**src/rtl/reg_file_4x4.sv**
```systemverilog
// reg_file_4x4: four-entry register file for the 4-bit CPU datapath.
// Two combinational read ports (A, B), one synchronous write port, and
// every register exported directly as Q3..Q0 for debug/display.
// Optional feature macro: WRITE_BYPASS_EN -- when defined, a read port whose
// select matches the active write select shows DATA_IN in the same cycle.
// Reset is synchronous and active-low; reset beats any write on the same edge.
module reg_file_4x4 #(
    parameter int                DATA_W    = 4,
    parameter logic [DATA_W-1:0] RESET_VAL = '0
) (
    input  logic              clk,
    input  logic              rst_n,
    input  logic [1:0]        SEL_A,
    input  logic [1:0]        SEL_B,
    input  logic              write_en,
    input  logic [1:0]        SEL_W,
    input  logic [DATA_W-1:0] DATA_IN,
    output logic [DATA_W-1:0] OUT_A,
    output logic [DATA_W-1:0] OUT_B,
    output logic [DATA_W-1:0] Q3,
    output logic [DATA_W-1:0] Q2,
    output logic [DATA_W-1:0] Q1,
    output logic [DATA_W-1:0] Q0
);

    logic [DATA_W-1:0] r_regFile [4];
    logic [DATA_W-1:0] w_storedA;
    logic [DATA_W-1:0] w_storedB;

    // Storage: reset loads every entry, otherwise one enabled write per edge.
    always_ff @(posedge clk) begin
        if (!rst_n) begin
            for (int i = 0; i < 4; i++) begin
                r_regFile[i] <= RESET_VAL;
            end
        end else if (write_en) begin
            r_regFile[SEL_W] <= DATA_IN;
        end
    end

    // Stored-value read muxes; every select code is decoded so no X escapes.
    always_comb begin
        w_storedA = r_regFile[0];
        w_storedB = r_regFile[0];
        case (SEL_A)
            2'd0: w_storedA = r_regFile[0];
            2'd1: w_storedA = r_regFile[1];
            2'd2: w_storedA = r_regFile[2];
            2'd3: w_storedA = r_regFile[3];
            default: w_storedA = r_regFile[0];
        endcase
        case (SEL_B)
            2'd0: w_storedB = r_regFile[0];
            2'd1: w_storedB = r_regFile[1];
            2'd2: w_storedB = r_regFile[2];
            2'd3: w_storedB = r_regFile[3];
            default: w_storedB = r_regFile[0];
        endcase
    end

`ifdef WRITE_BYPASS_EN
    logic w_bypassA;
    logic w_bypassB;

    // Forward the in-flight write to a matching read port; held off during reset
    // because the edge will load RESET_VAL, not DATA_IN.
    always_comb begin
        w_bypassA = rst_n && write_en && (SEL_A == SEL_W);
        w_bypassB = rst_n && write_en && (SEL_B == SEL_W);
        OUT_A = w_bypassA ? DATA_IN : w_storedA;
        OUT_B = w_bypassB ? DATA_IN : w_storedB;
    end
`else
    // Without forwarding the read ports always show stored contents.
    always_comb begin
        OUT_A = w_storedA;
        OUT_B = w_storedB;
    end
`endif

    // Debug taps mirror storage directly and are never bypassed.
    always_comb begin
        Q0 = r_regFile[0];
        Q1 = r_regFile[1];
        Q2 = r_regFile[2];
        Q3 = r_regFile[3];
    end

endmodule

```
**config.mk**
```make
export PLATFORM = sky130hd
export DESIGN_NAME = reg_file_4x4
export DESIGN_NICKNAME = d
export VERILOG_FILES = /design/src/rtl/reg_file_4x4.sv
export SDC_FILE = /design/constraint.sdc
export NUM_CORES = 1
export LEC_CHECK = 0
export ABC_CLOCK_PERIOD_IN_PS = 2000
export CAP_MARGIN = 15
export CORE_MARGIN = 2
export CORE_UTILIZATION = 44
export DETAILED_ROUTE_END_ITERATION = 6
export HOLD_SLACK_MARGIN = 0.1
export PLACE_DENSITY = 0.83
export SYNTH_ARGS = -nofsm -noshare
export SYNTH_HDL_FRONTEND = slang
export SYNTH_SLANG_ARGS = --single-unit
```
**constraint.sdc**
```tcl
create_clock -name clk -period 2 [get_ports clk]
set_input_delay 0.5 -clock clk [delete_from_list [all_inputs] [get_ports clk]]
set_output_delay 0.5 -clock clk [all_outputs]
set_load 0.02 [all_outputs]
```
Word-level counts from Yosys, hierarchy flattened
Memories as Yosys holds them, arrays and structs flattened.
Index checks and enable logic that the tools add are counted.
Operators by class
  equality and inequality tests: 6
  reduce and logical (&&, ||, !) cells: 3
  muxes and demuxes: 9
Operators with widths (number)
  $pmux 4 s4: 2
  $eq 2x2->1 const B: 4
  $mux 1: 5
  $eq 2x1->1 const B: 2
  $logic_not 2->1: 2
  $mux 4: 1
  $reduce_or 4->1: 1
  $mux 2: 1
Storage, ports and cells
  RAM bits: 16
  memories kept: 1
  register bits after elaboration: 0
  input port bits: 13
  word-level logic and storage cells: 19
Memory list
  r_regFile: words 4, width 4, read ports 4, clocked after memory_dff 0, write ports 4, line 26  | logic [DATA_W-1:0] r_regFile [4];

Longest topological paths before layout
  depth after elaboration: 5
  gate-level depth with buffers: 3
  mapped depth without buffers: 2

Worst setup path after synthesis
OpenSTA, ideal clock, no wires.
  kind: in2out
  start: input SEL_A[0]
  end: output OUT_A[0]
  cell stages on the path: 1
  arrival time: 1141 ps
  setup slack: 359 ps
  cell sequence: mux4_1
On the way
  cells in the longest elaborated chain, start to end: 2
  elaborated cells on any way between the ends: 5
  those cells by class: eq/ne (3); mux (1); reduce/logical (1)
Ends and longest elaborated chain
  start, declared: line 13  | input logic [1:0] SEL_A,
  $eq 2x2->1, or another cell as far along: line 45  | case (SEL_A)
  $pmux 4 s4 *: line 45
  end, declared: line 18  | output logic [DATA_W-1:0] OUT_A,
Mark *: on every way between the ends. The rest lies on a longest branch, timed or not.

Final worst setup path
  start: input SEL_B[0]
  end: output OUT_B[0]
On the way
  cells in the longest elaborated chain, start to end: 2
  elaborated cells on any way between the ends: 5
  those cells by class: eq/ne (3); mux (1); reduce/logical (1)
Ends and longest elaborated chain
  start, declared: line 14  | input logic [1:0] SEL_B,
  $eq 2x2->1, or another cell as far along: line 52  | case (SEL_B)
  $pmux 4 s4 *: line 52
  end, declared: line 19  | output logic [DATA_W-1:0] OUT_B,
Marks and branches as above.

==> key figures <==
Status
  – Outcome: finished, final reports clean

Floorplan
  – Initial Utilization: 0.454
  – CORE AREA: 1920 µm²
  – # rows: 16
  – Die Y: 48.6 µm
  – Die Width: 48.6 µm
  – Die area: 2360 µm²
  – Top Ports: 37

Setup path
  – Crit Path Class: in2out
  – Critical path's top delay family: multiplexers
  – CP cell instances: buf_2 -> mux4_1 -> buf_2
  – CP max stage delay: 560 ps
  – Worst Path Buf+Inv: 2
  – CP max stage cell: mux4_1
  – CP startpoint kind: primary input
  – Crit path DAT: 1380 ps
  – Critical Path Sink Type: output port
  – Worst Path Required: 1500 ps
  – CP most frequent cell: buf_2
  – Worst-path maximum fanout: 4

Power
  – Peak VDD IR: 0.364 mV
  – Clock Power Share: 0.195
  – Tot Pwr: 0.788 mW
  – P_sw: 0.211 mW
  – Part of the power in registers: 0.525
  – Switch share: 0.267
  – Leak pwr: 0.498 nW
  – Combinational share of power: 0.280
  – Pwr dens: 638 nW/µm²
  – Internal Power: 0.577 mW

Clock tree
  – Clk root buf: clkbuf_4
  – Sink Count: 16
  – CTS Buffer Depth: 2
  – Clock-pin slew on the worst setup and hold paths: 70 ps
  – CTS tree: built
  – H-tree depth: 1
  – Cts hold-fix bufs: 0
  – CTS Buf Count: 3

Drt
  – Routed WL: 1.67 mm
  – 1st-pass router iterations: 4
  – Post-route antenna net violation count: 0
  – Avg Vias per Cell: 5.28
  – DRT iter0 DRCs: 13
  – Via count: 628
  – DR WL/cell: 14.0 µm
  – Drt drc: 0

Run
  – Max-cap viol count: 0

Synth
  – Post-synthesis compound-gate area fraction: 0.0143
  – Avg Inst Size Synth: 16.5 µm²
  – Post-synthesis simple-gate area fraction: 0.179
  – Synth unique cells: 14
  – Mux contribution to synthesized area: 0.241
  – Synthesized area: 873 µm²
  – FF+latch count, synth: 16
  – Largest family of logic cells by synthesized area: multiplexers
  – Synth Area in Adders: 0
  – Synth Instances: 53
  – Sequential fraction of the synthesis area: 0.550
  – Net Count, Synth: 66
  – Yosys warns: 0
  – Synth Area in XOR/XNOR: 0

Placement
  – Placed cell area: 1270 µm²
  – Port-buffer cells: 36
  – RD Place Congestion: 0.810

Worst hold path
  – Hold Path Sink: r_regFile[2][0]$_SDFFCE_PN0P_
  – Class of the worst hold path: in2reg
  – Hold path depth: 2
  – Hold Path Origin: DATA_IN[0]

Finish
  – Fin area: 1230 µm²
  – Largest register FFs: 16
  – Syn-to-layout area delta: 41.4%
  – Fin util: 0.643
  – Layout cells sized above 1: 0.196
  – Top reg by flops: r_regFile
  – Layout net count: 107
  – Biggest regs: r_regFile (16)
  – ANT cells: 0

Timing
  – Final setup fails: 0
  – Minimum clock period: 1880 ps
  – Worst rel slew slack: 0.806
  – Max Fclk: 531 MHz
  – Pins Over Slew Limit: 0
  – RSZ-0062 raised after global routing: no
  – Hold_ws: 955 ps
  – Slew at the pin with the worst max-slew slack: 289 ps
  – Hold Fails Final Rpt: 0
  – Final period utilization: 0.942

GRT
  – Number of global-route vias before repair: 594
  – First-pass GRT wire length: 2.53 mm
  – Global Route Usage Sum: 0.146
  – Gr ovfl total: 0
  – Largest net degree at the start of global routing: 12
  – Initial antenna violation count: 0
metrics by stage:
step,setup slack [ps],cells,TNS [ps]
after global placement,-698,116,-5560
after global routing,74.9,119,0
after CTS,15.0,119,0
final,116,119,0
after detailed placement,-738,116,-5790
after floorplan,359,53,0
power by group through the flow:
stage | combinational [mW] | clock, mW | sequential, mW
CTS | 0.222 | 0.154 | 0.413
finish | 0.220 | 0.154 | 0.414
detailed placement | 0.244 | 0 | 0.421
floorplan | 0.0818 | 0 | 0.450
global placement | 0.240 | 0 | 0.420
global route | 0.232 | 0.168 | 0.417
area by class of cell:
| class | instances | area, µm² |
|---|---|---|
| repair buffers | 38 | 323 |
| multi-input cells | 34 | 372 |
| well taps | 27 | 33.8 |
| inverters | 1 | 3.75 |
| clock buffers | 3 | 22.5 |
| fillers | 141 | 687 |
| flip-flops and latches | 16 | 480 |
cell usage after synthesis:
cell type / number / share of area
edfxtp_1: 16 / 0.55
and2_1: 12 / 0.086
mux4_1: 8 / 0.24
and3_1: 4 / 0.029
nand2_1: 3 / 0.013
and4b_1: 2 / 0.023
and4bb_2: 1 / 0.014
buf_2: 1 / 0.0057
clkbuf_2: 1 / 0.0057
inv_1: 1 / 0.0043
nand3_1: 1 / 0.0057
nand3b_1: 1 / 0.0086
o21ai_0: 1 / 0.0057
o31ai_1: 1 / 0.0086
routing by layer:
layer / share of wire / wire length (µm) / global-route usage
met4: 0.029 / 48 / 0.105
met1: 0.32 / 526 / 0.101
met2: 0.53 / 891 / 0.292
met3: 0.12 / 202 / 0.0648
met5: 0 / 0 / 0
worst max-delay path by stage:
stage	from	slack, ps	to	depth (start not counted)
6_report	SEL_B[0]	120	OUT_B[0]	3
5_1_grt	r_regFile[1][0]$_SDFFCE_PN0P_	70	OUT_B[0]	2
4_1_cts	SEL_A[0]	10	OUT_A[0]	3
3_5_place_dp	SEL_A[0]	-740	OUT_A[0]	3
3_3_place_gp	SEL_A[0]	-700	OUT_A[1]	3
2_1_floorplan	SEL_A[0]	360	OUT_A[0]	1
layout by cell type (no fill, tap or decap):
| master | synthesis | routed |
|---|---|---|
| o21ai_0 | 1 | 1 |
| mux4_2 | 0 | 2 |
| o31ai_1 | 1 | 1 |
| nand3b_1 | 1 | 1 |
| clkdlybuf4s50_1 | 0 | 24 |
| mux4_1 | 8 | 6 |
| dlygate4sd2_1 | 0 | 2 |
| inv_1 | 1 | 1 |
| and4bb_2 | 1 | 1 |
| and3_1 | 4 | 4 |
| buf_2 | 1 | 10 |
| buf_4 | 0 | 2 |
| nand2_1 | 3 | 3 |
| nand3_1 | 1 | 1 |
| and2_1 | 12 | 12 |
| edfxtp_1 | 16 | 16 |
| and4b_1 | 2 | 2 |
| clkbuf_4 | 0 | 3 |
repair_timing:
item                       in CTS  in global routing
gates resized for setup        40                  5
buffers inserted                0                  0
setup endpoints to repair       8                  6
logic make-up after synthesis:
group	after synthesis
AO/OA/AOI/OAI	2
multiplexers	8
buffers and inverters	3
flip-flops	16
AND/OR/NAND/NOR	24
Power figures use the tool's default switching activity.
